<file path="src/rtl/core_ctrl.sv">
// Multi-cycle sequencing controller: owns the PC, fetches over a valid/ready port,
// sequences decode/execute/writeback and halts on ebreak or an illegal instruction.
module core_ctrl #(
    parameter int                XLEN     = 32,
    parameter logic [XLEN-1:0]   RESET_PC = 32'h8000_0000
) (
    input  logic            clk,
    input  logic            rst,
    output logic            imem_req_valid,
    input  logic            imem_req_ready,
    output logic [XLEN-1:0] imem_addr,
    input  logic            imem_resp_valid,
    input  logic [XLEN-1:0] imem_resp_data,
    output logic [XLEN-1:0] inst,
    output logic            inst_valid,
    input  logic            dec_ebreak,
    input  logic            dec_illegal,
    output logic            alu_start,
    input  logic            alu_done,
    output logic            rf_wen_gate,
    output logic [XLEN-1:0] pc,
    output logic [XLEN-1:0] instret,
    output logic            halted,
    output logic            halt_illegal
);

    typedef enum logic [2:0] {
        IDLE,
        FETCH_REQ,
        FETCH_WAIT,
        DECODE,
        EXEC,
        WB,
        HALT
    } state_t;

    state_t state;
    state_t state_next;
    logic   exec_seen;

    always_ff @(posedge clk or posedge rst) begin
        if (rst) begin
            state <= IDLE;
        end else begin
            state <= state_next;
        end
    end

    always_comb begin
        state_next = state;
        unique case (state)
            IDLE:       state_next = FETCH_REQ;
            FETCH_REQ:  if (imem_req_ready) state_next = FETCH_WAIT;
            FETCH_WAIT: if (imem_resp_valid) state_next = DECODE;
            DECODE:     state_next = (dec_ebreak || dec_illegal) ? HALT : EXEC;
            EXEC:       if (alu_done) state_next = WB;
            WB:         state_next = FETCH_REQ;
            HALT:       state_next = HALT;
            default:    state_next = IDLE;
        endcase
    end

    // exec_seen remembers that the previous cycle was already EXEC, so the
    // start pulse covers only the first EXEC cycle.
    always_ff @(posedge clk or posedge rst) begin
        if (rst) begin
            pc           <= RESET_PC;
            inst         <= '0;
            instret      <= '0;
            halted       <= 1'b0;
            halt_illegal <= 1'b0;
            exec_seen    <= 1'b0;
        end else begin
            exec_seen <= (state == EXEC);
            case (state)
                FETCH_WAIT: begin
                    if (imem_resp_valid) begin
                        inst <= imem_resp_data;
                    end
                end
                DECODE: begin
                    if (dec_ebreak) begin
                        halted <= 1'b1;
                    end else if (dec_illegal) begin
                        halted       <= 1'b1;
                        halt_illegal <= 1'b1;
                    end
                end
                WB: begin
                    pc      <= pc + {{(XLEN-3){1'b0}}, 3'b100};
                    instret <= instret + {{(XLEN-1){1'b0}}, 1'b1};
                end
                default: ;
            endcase
        end
    end

    assign imem_req_valid = (state == FETCH_REQ);
    assign imem_addr      = pc;
    assign inst_valid     = (state == DECODE) || (state == EXEC) || (state == WB);
    assign alu_start      = (state == EXEC) && !exec_seen;
    assign rf_wen_gate    = (state == WB);

endmodule
</file>
<file path="config.mk">
export PLATFORM = sky130hd
export DESIGN_NAME = core_ctrl
export DESIGN_NICKNAME = d
export VERILOG_FILES = /design/src/rtl/core_ctrl.sv
export SDC_FILE = /design/constraint.sdc
export NUM_CORES = 1
export LEC_CHECK = 0
export ABC_AREA = 1
export BUFFER_PORTS_ARGS = -buffer_cell sky130_fd_sc_hd__buf_2
export CAP_MARGIN = 25
export CORE_AREA = 3 3 91 114
export CTS_CLUSTER_SIZE = 24
export DETAILED_ROUTE_END_ITERATION = 8
export DIE_AREA = 0 0 94 117
export PLACE_DENSITY = 0.94
export SYNTH_ARGS = -nofsm -noshare
export SYNTH_HDL_FRONTEND = slang
export SYNTH_SLANG_ARGS = --single-unit
</file>
<file path="constraint.sdc">
create_clock -name clk -period 7.58 [get_ports clk]
set_input_delay 0.758 -clock clk [delete_from_list [all_inputs] [get_ports clk]]
set_output_delay 0.758 -clock clk [all_outputs]
set_load 0.1 [all_outputs]
</file>
==> Word level (Yosys, flattened, before mapping) <==
Cells that the tools add are included.
{ "word_totals": {"reg_bits": 102, "latchBits": 0, "ram_bits": 0, "romBits": 0, "out_inout_bits": 134, "wordCells": 38, "n_memories": 0} }
{ "op_classes": {"n_addsub": 2, "multipliers": 0, "n_div": 0, "order_cmp": 0, "eq_ne": 9, "n_shift": 0, "muxes": 7, "bitwise_logic": 1, "reduce_logical": 12} }
{ "op_table": {"columns": ["operator", "count"], "rows": [
  ["32-bit by 1-bit adder with 32-bit output, second input constant", 1],
  ["32-bit by 3-bit adder with 32-bit output, second input constant", 1],
  ["3-bit case mux with 6 select lines", 1],
  ["3-bit == test, second input constant", 3],
  ["3-bit two-way mux", 3],
  ["3-bit by 2-bit == test with 1-bit output, second input constant", 2],
  ["3-bit AND reduction", 2],
  ["2-bit != test, second input constant", 2],
  ["2-bit AND reduction", 2],
  ["3-bit by 1-bit == test with 1-bit output, second input constant", 1],
  ["3-bit logical NOT", 1],
  ["1-bit logical OR", 3],
  ["1-bit two-way mux", 2],
  ["2-bit two-way mux", 1],
  ["2-bit by 1-bit != test with 1-bit output, second input constant", 1],
  ["2-bit nonzero test", 1],
  ["2-bit OR reduction", 1],
  ["1-bit logical AND", 1],
  ["1-bit logical NOT", 1],
  ["1-bit NOT", 1]
]} }

==> Depth between registers and ports, before layout <==
Gate-level depths: netlist of run 1.
{ "depth": {"depth_word": 3, "depth_mapped": 10, "mapped_depth_nobuf": 10} }

==> Worst setup path after synthesis of run 1 <==
OpenSTA, ideal clock, no wires.
{ "synth_path": {"kind": "register to output", "start": "reg state[1]", "end": "out alu_start", "arrival_time_ns": 2.073, "required_time_ns": 6.822, "path_slack_ns": 4.749, "stages_incl_launch_ff": 6, "path_buffers": 0, "cell_sequence": "dfrtp_1 > inv_2 > nand2_2 > nor2_1 > inv_1 > nor2_1"} }
{ "synth_between": {"elab_chain_len": 2} }
{ "synth_rtl": {"columns": ["element", "line_no", "source"], "rows": [
  ["start, declared", "37", "state_t state;"],
  ["start signal, assigned", "45", "state <= state_next;"],
  ["3-bit == test", "101", "assign alu_start = (state == EXEC) && !exec_seen;"],
  ["1-bit logical AND", "101", null],
  ["end, declared", "18", "output logic alu_start,"]
]} }
No other way between the ends.

==> Worst setup path after layout of run 1 <==
{ "layout_path": {"start": "reg state[1]", "end": "out rf_wen_gate"} }
{ "layout_between": {"elab_chain_len": 1} }
{ "layout_rtl": {"columns": ["element", "line_no", "source"], "rows": [
  ["3-bit == test", "102", "assign rf_wen_gate = (state == WB);"],
  ["end, declared", "20", "output logic rf_wen_gate,"]
]} }
No other way between the ends.

==> results of run 1 <==
registers in the layout, indices dropped and copies added, names as in the netlist:
name / cells
inst: 32
instret: 32
imem_addr: 30
state: 3
exec_seen: 1
halt_illegal: 1
halted: 1
worst max path at each step:
stage / from / endpoint / slack [ns]
after CTS: state[1] / rf_wen_gate / 4.99
final: state[1] / rf_wen_gate / 4.98
after global routing: state[1] / alu_start / 4.91
after global placement: state[1] / rf_wen_gate / 5.42
after floorplan: rst / exec_seen / 4.20
after detailed placement: state[1] / rf_wen_gate / 5.37
kinds of logic after synthesis:
group / synth area share (%)
AOI/OAI and AO/OA: 1.174
xor gates and xnor gates: 6.333
adders and majority gates: 0.4889
buffers and inverters: 9.902
DFF: 48.92
muxes: 7.042
other: 0.07328
and+or+nand+nor: 26.06
area by class of cell:
type	instances	area (sq um)	share of cell area, %
Sequential cell	100	2504	40.22
Multi-Input combinational cell	367	2118	34.03
Timing Repair Buffer	170	855.8	13.75
Clock buffer	10	229.0	3.678
Inverter	60	227.7	3.658
Tap cell	123	153.9	2.472
Clock inverter	6	136.4	2.191
metrics by stage:
| step | std cells | hold slack, ns | utilization, % |
|---|---|---|---|
| after floorplan | 565 | 0.5479 | - |
| after global placement | 820 | 0.4519 | 63.20 |
| after detailed placement | 820 | 0.4622 | 63.20 |
| after CTS | 836 | 0.4766 | 67.14 |
| after global routing | 836 | 0.4836 | 67.14 |
| final | 836 | 0.4738 | 67.14 |
cells in the final DEF, fill, tap and decap left out, types with 6 or more instances in the layout:
cell type	n
sky130_fd_sc_hd__nand4_1	16
sky130_fd_sc_hd__xnor2_1	20
sky130_fd_sc_hd__nor3_1	12
sky130_fd_sc_hd__nor2_2	6
sky130_fd_sc_hd__nand2_1	135
sky130_fd_sc_hd__clkbuf_16	9
sky130_fd_sc_hd__mux2_2	32
sky130_fd_sc_hd__inv_1	57
sky130_fd_sc_hd__nand3_1	35
sky130_fd_sc_hd__nand3b_1	6
sky130_fd_sc_hd__dfrtp_1	99
sky130_fd_sc_hd__nor2_1	52
sky130_fd_sc_hd__xor2_1	17
sky130_fd_sc_hd__buf_2	168
report_power, final:
group	internal, mW	leakage, nW	total, mW	switching [mW]
clock	0.357	0.173	0.550	0.193
sequential	0.654	1.31	0.739	0.0857
combinational	0.214	1.90	1.36	1.15
metal layers:
layer | GRT usage [%] | wire length, um
met2 | 40.98 | 6611
met3 | 4.284 | 807
met5 | 0 | 0
met4 | 7.803 | 280
met1 | 26.14 | 4515
==> reports/summary.txt, run 1 <==
=========================================================================================
Warning count from the yosys run ...........................................            0
Die Span X .................................................................        94 um
Vias in the first global route .............................................        4,225
Number of max-capacitance violations reported ..............................            0
Detail Route Antenna Nets ..................................................            0
Proportion of register bits with asynchronous set or reset after synthesis .       100.0%
Launching element type of the critical path ................................    flip-flop
Drt pass-1 iters ...........................................................            5
Stage delay of the slowest cell on the critical path .......................      0.50 ns
Worst rel slew slack .......................................................       54.05%
WP buf/inv .................................................................            2
Total number of clock tree sinks ...........................................          100
Largest cells by area after synthesis ...................................... sky130_fd_sc_hd__dfrtp_1 48%, sky130_fd_sc_hd__nand2_1 9.9%, sky130_fd_sc_hd__mux2_2 7.0%
Max IR drop VDD ............................................................  0.0004603 V
Buffers inserted during post-CTS setup optimization ........................            0
Overall power of the completed layout ......................................     2.653 mW
Clock skew after layout ....................................................  0.004844 ns
Largest buffer count on any clock path .....................................            2
Worst setup slack after layout .............................................     4.981 ns
Number of fill cells in the layout .........................................          765
TritonCTS clock tree .......................................................        built
# DRC ......................................................................            0
Most common cell in the netlist ............................................ sky130_fd_sc_hd__nand2_1
Core outline area .......................................................... 0.009271 sq mm
Final hold violation count .................................................            0
Post-detailed-placement half-perimeter wirelength ..........................      9318 um
WP data required ...........................................................      6.82 ns
Wire length of the first global-routing pass ...............................    19,500 um
GP Congestion ..............................................................       0.9918
Post-route setup TNS .......................................................         0 ns
Tightest Hold Check Type ................................................... primary input to asynchronous set/reset pin
Number of logic stages on the critical path including buffering ............            4
Seq cells post-synth .......................................................          100
Number of instances resized during post-cts repair .........................            0
Final critical-path required period ........................................     2.599 ns
Antenna violations before repair ...........................................            0
Cell at the root of the clock tree ......................................... sky130_fd_sc_hd__clkbuf_16
Total global routing track utilization .....................................       22.38%
Power density over the cells ............................................... 426.2 mW/mm^2
Final Routed Wirelength ....................................................    12,210 um
Worst-Skew Late Latency ....................................................      0.34 ns
Worst Path Max Fanout ......................................................           18
Maximum number of pins on one net before global-route repair ...............           57
Combined area of all synthesized cells ..................................... 0.005117 sq mm
Routed len/inst ............................................................     14.61 um
Most used flip-flop cell after synthesis ................................... sky130_fd_sc_hd__dfrtp_1
Number of synthesized flops with an enable pin .............................            0
Number of standard-cell rows in the floorplan ..............................           39
CP Cell Sequence ........................................................... inv_2, nand2_2, nor2_8, buf_2
Via density per instance ...................................................        5.175
Worst slack after detailed placement .......................................     5.370 ns
Level count of the clock H-tree ............................................            3
Area leader, netlist ....................................................... sky130_fd_sc_hd__dfrtp_1
Finish-stage setup viols ...................................................            0
Hold buffer count at CTS ...................................................            0
Die footprint .............................................................. 0.01100 sq mm
Reg2reg start ..............................................................     state[1]
Critical path start-end classification ..................................... flip-flop to output port
Starting Density ...........................................................       55.20%
Run status ................................................................. complete, no violations
Worst Path Arrival .........................................................      1.84 ns
Share of the synthesized area in the top cell type .........................       48.41%
Number of vias after detailed routing ......................................        4,326
Proportion of layout cells with a drive suffix above 1 .....................       34.78%
Area of placed instances ................................................... 0.005859 sq mm
Maximum achievable frequency ...............................................   0.3848 GHz
Final number of max-transition violations ..................................            0
Fin area ................................................................... 0.006225 sq mm
Cells after synthesis ......................................................          562
Detailed Route Iter0 Violations ............................................          189
Port Buffer Count ..........................................................          168
Average size of a mapped cell ..............................................  9.106 sq um
CP endpoint kind ...........................................................  output port
TritonCTS Buffers ..........................................................            9
Top-level port count .......................................................          173
Master of the slowest instance on the critical path ........................ sky130_fd_sc_hd__buf_2
Clock-pin transition on the worst setup and hold timing paths ..............      0.07 ns
Kind of cell adding the most delay to the critical path .................... buffers and inverters
Overflow after GRT .........................................................            0
Fraction of the yosys area taken by sequential cells .......................       48.92%
Post-synthesis cell type count .............................................           32
Cells on worst reg2reg path ................................................            8
Commonest cells in the synthesized netlist ................................. 135 x sky130_fd_sc_hd__nand2_1, 99 x sky130_fd_sc_hd__dfrtp_1, 58 x sky130_fd_sc_hd__inv_1
Slew @ Worst Pin ...........................................................    0.6893 ns
Antenna Cells ..............................................................            0
Leakage power ..............................................................     3.381 nW
Slack of the worst reg-to-reg path .........................................      5.81 ns
Synth-to-Final Area Change .................................................       21.64%
RSZ-0062 raised after global routing .......................................        false
Endpoint of the worst-slack reg-to-reg timing path .........................  instret[25]
Count of nets after finishing ..............................................          749
Die extent in y ............................................................       117 um
Final clock period utilization by the worst path ...........................       34.29%
=========================================================================================
Power figures use the tool's default switching activity.
==> inputs of run 2 (changes only) <==
CORE_AREA = 3 3 99 124   (was 3 3 91 114)
DIE_AREA = 0 0 102 127   (was 0 0 94 117)
PLACE_DENSITY = 0.85   (was 0.94)
clock period = 2.34 ns   (was 7.58 ns; I/O delays follow)
==> run 2 against run 1 <==
Sequential share of layout area rose by 0.11 points. Clock power increased to 2.6 times the previous value. Die area up 18%. Critical path type unchanged. Sequential power rose to 3.2 times the previous value. Core utilization shrank 12 points. First-iteration DRC count is 33% lower. Power grew to 3.1 times the previous value.
==> reports/summary.txt, run 2 (synthesized netlist as in run 1, its figures left out) <==
============================================================================
Die Span X ....................................................       102 um   was 94 um
Number of max-capacitance violations reported .................            0   unchanged
Count of nets after finishing .................................          752   was 749
Sequential cell fraction of total power .......................        28.8%   was 27.9%
Number of instances resized during post-cts repair ............            0   unchanged
Vias in the first global route ................................        4,170   was 4,225
Worst hold slack across all endpoints .........................    0.1305 ns   was 0.4738 ns
Final clock period utilization by the worst path ..............       87.88%
Seq. cell area ................................................ 0.002504 sq mm   unchanged
Largest buffer count on any clock path ........................            2   unchanged
Antenna violations before repair ..............................            0   unchanged
Number of vias after detailed routing .........................        4,212   was 4,326
TritonCTS clock tree ..........................................        built   unchanged
Final number of max-transition violations .....................            0   unchanged
Drt pass-1 iters ..............................................            4   was 5
Synth-to-Final Area Change ....................................       21.32%   was 21.64%
Area used by multi-input combinational logic .................. 0.002118 sq mm   unchanged
Launching element type of the critical path ...................    flip-flop   unchanged
Number of fill cells in the layout ............................          995   was 765
Wire length of the first global-routing pass ..................    19,680 um   was 19,500 um
Int Power .....................................................     3.649 mW   was 1.224 mW
Tightest Hold Check Type ...................................... primary input to flip-flop   was primary input to asynchronous set/reset pin
Max IR drop VDD ...............................................  0.0009737 V   was 0.0004603 V
Post-route setup TNS ..........................................         0 ns   unchanged
Net switching fraction of the power ...........................       55.73%   was 53.86%
Proportion of layout cells with a drive suffix above 1 ........       34.78%   about the same
Via density per instance ......................................        4.949   was 5.175
Buffers inserted during post-CTS setup optimization ...........            0   unchanged
Clock skew after layout .......................................  0.007022 ns   was 0.004844 ns
Number of standard-cell rows in the floorplan .................           43   was 39
Slew @ Worst Pin ..............................................    0.5134 ns   was 0.6893 ns
Starting Density ..............................................       45.73%   was 55.20%
Clock-pin transition on the worst setup and hold timing paths .      0.07 ns   about the same
Cell at the root of the clock tree ............................ sky130_fd_sc_hd__clkbuf_16   unchanged
Final critical-path required period ...........................     2.056 ns
Die footprint ................................................. 0.01295 sq mm   was 0.01100 sq mm
# DRC .........................................................            0   unchanged
GP Congestion .................................................       0.8943   was 0.9918
Post-detailed-placement half-perimeter wirelength .............      9306 um   was 9318 um
WP data required ..............................................      2.11 ns   was 6.82 ns
Core outline area ............................................. 0.01119 sq mm   was 0.009271 sq mm
Final hold violation count ....................................            0   unchanged
Total global routing track utilization ........................       19.01%   was 22.38%
Antenna Cells .................................................            0   unchanged
Power density over the cells .................................. 1328 mW/mm^2   was 426.2 mW/mm^2
Routed len/inst ...............................................     14.09 um   was 14.61 um
Most common cell after layout, fill and taps aside ............ sky130_fd_sc_hd__buf_2   unchanged
RSZ-0062 raised after global routing ..........................        false   unchanged
Leakage power .................................................     3.358 nW   was 3.381 nW
Worst Path Max Fanout .........................................           18   unchanged
Maximum achievable frequency ..................................   0.4863 GHz
Clock group share of total power ..............................        17.6%   was 20.7%
Maximum number of pins on one net before global-route repair ..           33   was 57
Die extent in y ...............................................       127 um   was 117 um
Overflow after GRT ............................................            0   unchanged
Port Buffer Count .............................................          168   unchanged
Finish-stage setup viols ......................................            0   unchanged
Top-level port count ..........................................          173   unchanged
Detail Route Antenna Nets .....................................            0   unchanged
Final design utilization ......................................       55.48%   was 67.14%
Level count of the clock H-tree ...............................            3   unchanged
Run status .................................................... complete, no violations   unchanged
Detailed Route Iter0 Violations ...............................          127   was 189
Final Routed Wirelength .......................................    11,990 um   was 12,210 um
Worst rel slew slack ..........................................       66.01%   was 54.05%
Critical path start-end classification ........................ flip-flop to output port   unchanged
Total number of clock tree sinks ..............................          100   unchanged
Most frequent cells in the layout ............................. 168 x sky130_fd_sc_hd__buf_2, 135 x sky130_fd_sc_hd__nand2_1, 99 x sky130_fd_sc_hd__dfrtp_1, 57 x sky130_fd_sc_hd__inv_1, 52 x sky130_fd_sc_hd__nor2_1   unchanged
CP endpoint kind ..............................................  output port   unchanged
Hold buffer count at CTS ......................................            1   was 0
Worst Path Arrival ............................................      1.82 ns   was 1.84 ns
Combinational group share of total power ......................        53.6%   was 51.4%
TritonCTS Buffers .............................................            9   unchanged
Worst-Skew Late Latency .......................................      0.33 ns   was 0.34 ns
Overall power of the completed layout .........................     8.244 mW   was 2.653 mW
Net switching component of the power ..........................     4.595 mW   was 1.429 mW
============================================================================
==> run 2: worst paths after layout <==
path / startpoint / end / slack [ns] / cells past startpoint
max: state[1] / rf_wen_gate / 0.28 / 4
min: imem_resp_data[10] / inst[10] / 0.13 / 2
max reg2reg: state[1] / instret[19] / 0.59 / 8
min reg2reg: halt_illegal / halt_illegal / 0.46 / 1
max in group asynchronous: rst / imem_addr[31] / 1.15 / 4
min in group asynchronous: rst / imem_addr[28] / 0.47 / 3
==> run 2: layer usage <==
metal  vias to the layer above  track usage, %  share of wire (%)
li1                       2051               -                  -
met1                      1989           22.10                 39
met2                       149           34.79                 53
met3                        23           3.004                5.4
met4                         0           6.718                2.3
met5                         -               0                  0
==> run 2: critical path, stage by stage, from the launching register on <==
cell and delay [ns]:
sky130_fd_sc_hd__dfrtp_1 0.43, sky130_fd_sc_hd__inv_2 0.12, sky130_fd_sc_hd__nand2_2 0.11, sky130_fd_sc_hd__nor2_8 0.33, sky130_fd_sc_hd__buf_2 0.51
==> run 2: metrics by stage <==
stage / instance area [sq um] / std cells / setup WS (ns)
2_1_floorplan: 5132 / 565 / 0.03271
3_5_place_dp: 5903 / 834 / 0.6424
3_3_place_gp: 5903 / 834 / 0.6739
6_report: 6208 / 851 / 0.2835
4_1_cts: 6208 / 851 / 0.2683
5_1_grt: 6208 / 851 / 0.1621
==> run 2: cell type report <==
type                       instances  share of cell area [%]
sequential                       100                   40.33
multi-input combinational        367                   34.12
timing repair buffer             173                   14.39
clock buffer                      11                   3.748
inverter                          60                   3.688
tap                              135                   2.721
clock inverter                     5                   1.008
==> run 2: power by group through the flow <==
stage | sequential [mW] | clock, mW | combinational, mW
after floorplan | 4.98 | 0 | 1.22
after global placement | 2.37 | 0 | 4.40
after detailed placement | 2.40 | 0 | 4.44
after CTS | 2.37 | 1.51 | 4.45
after global routing | 2.43 | 1.57 | 4.56
final | 2.37 | 1.45 | 4.42
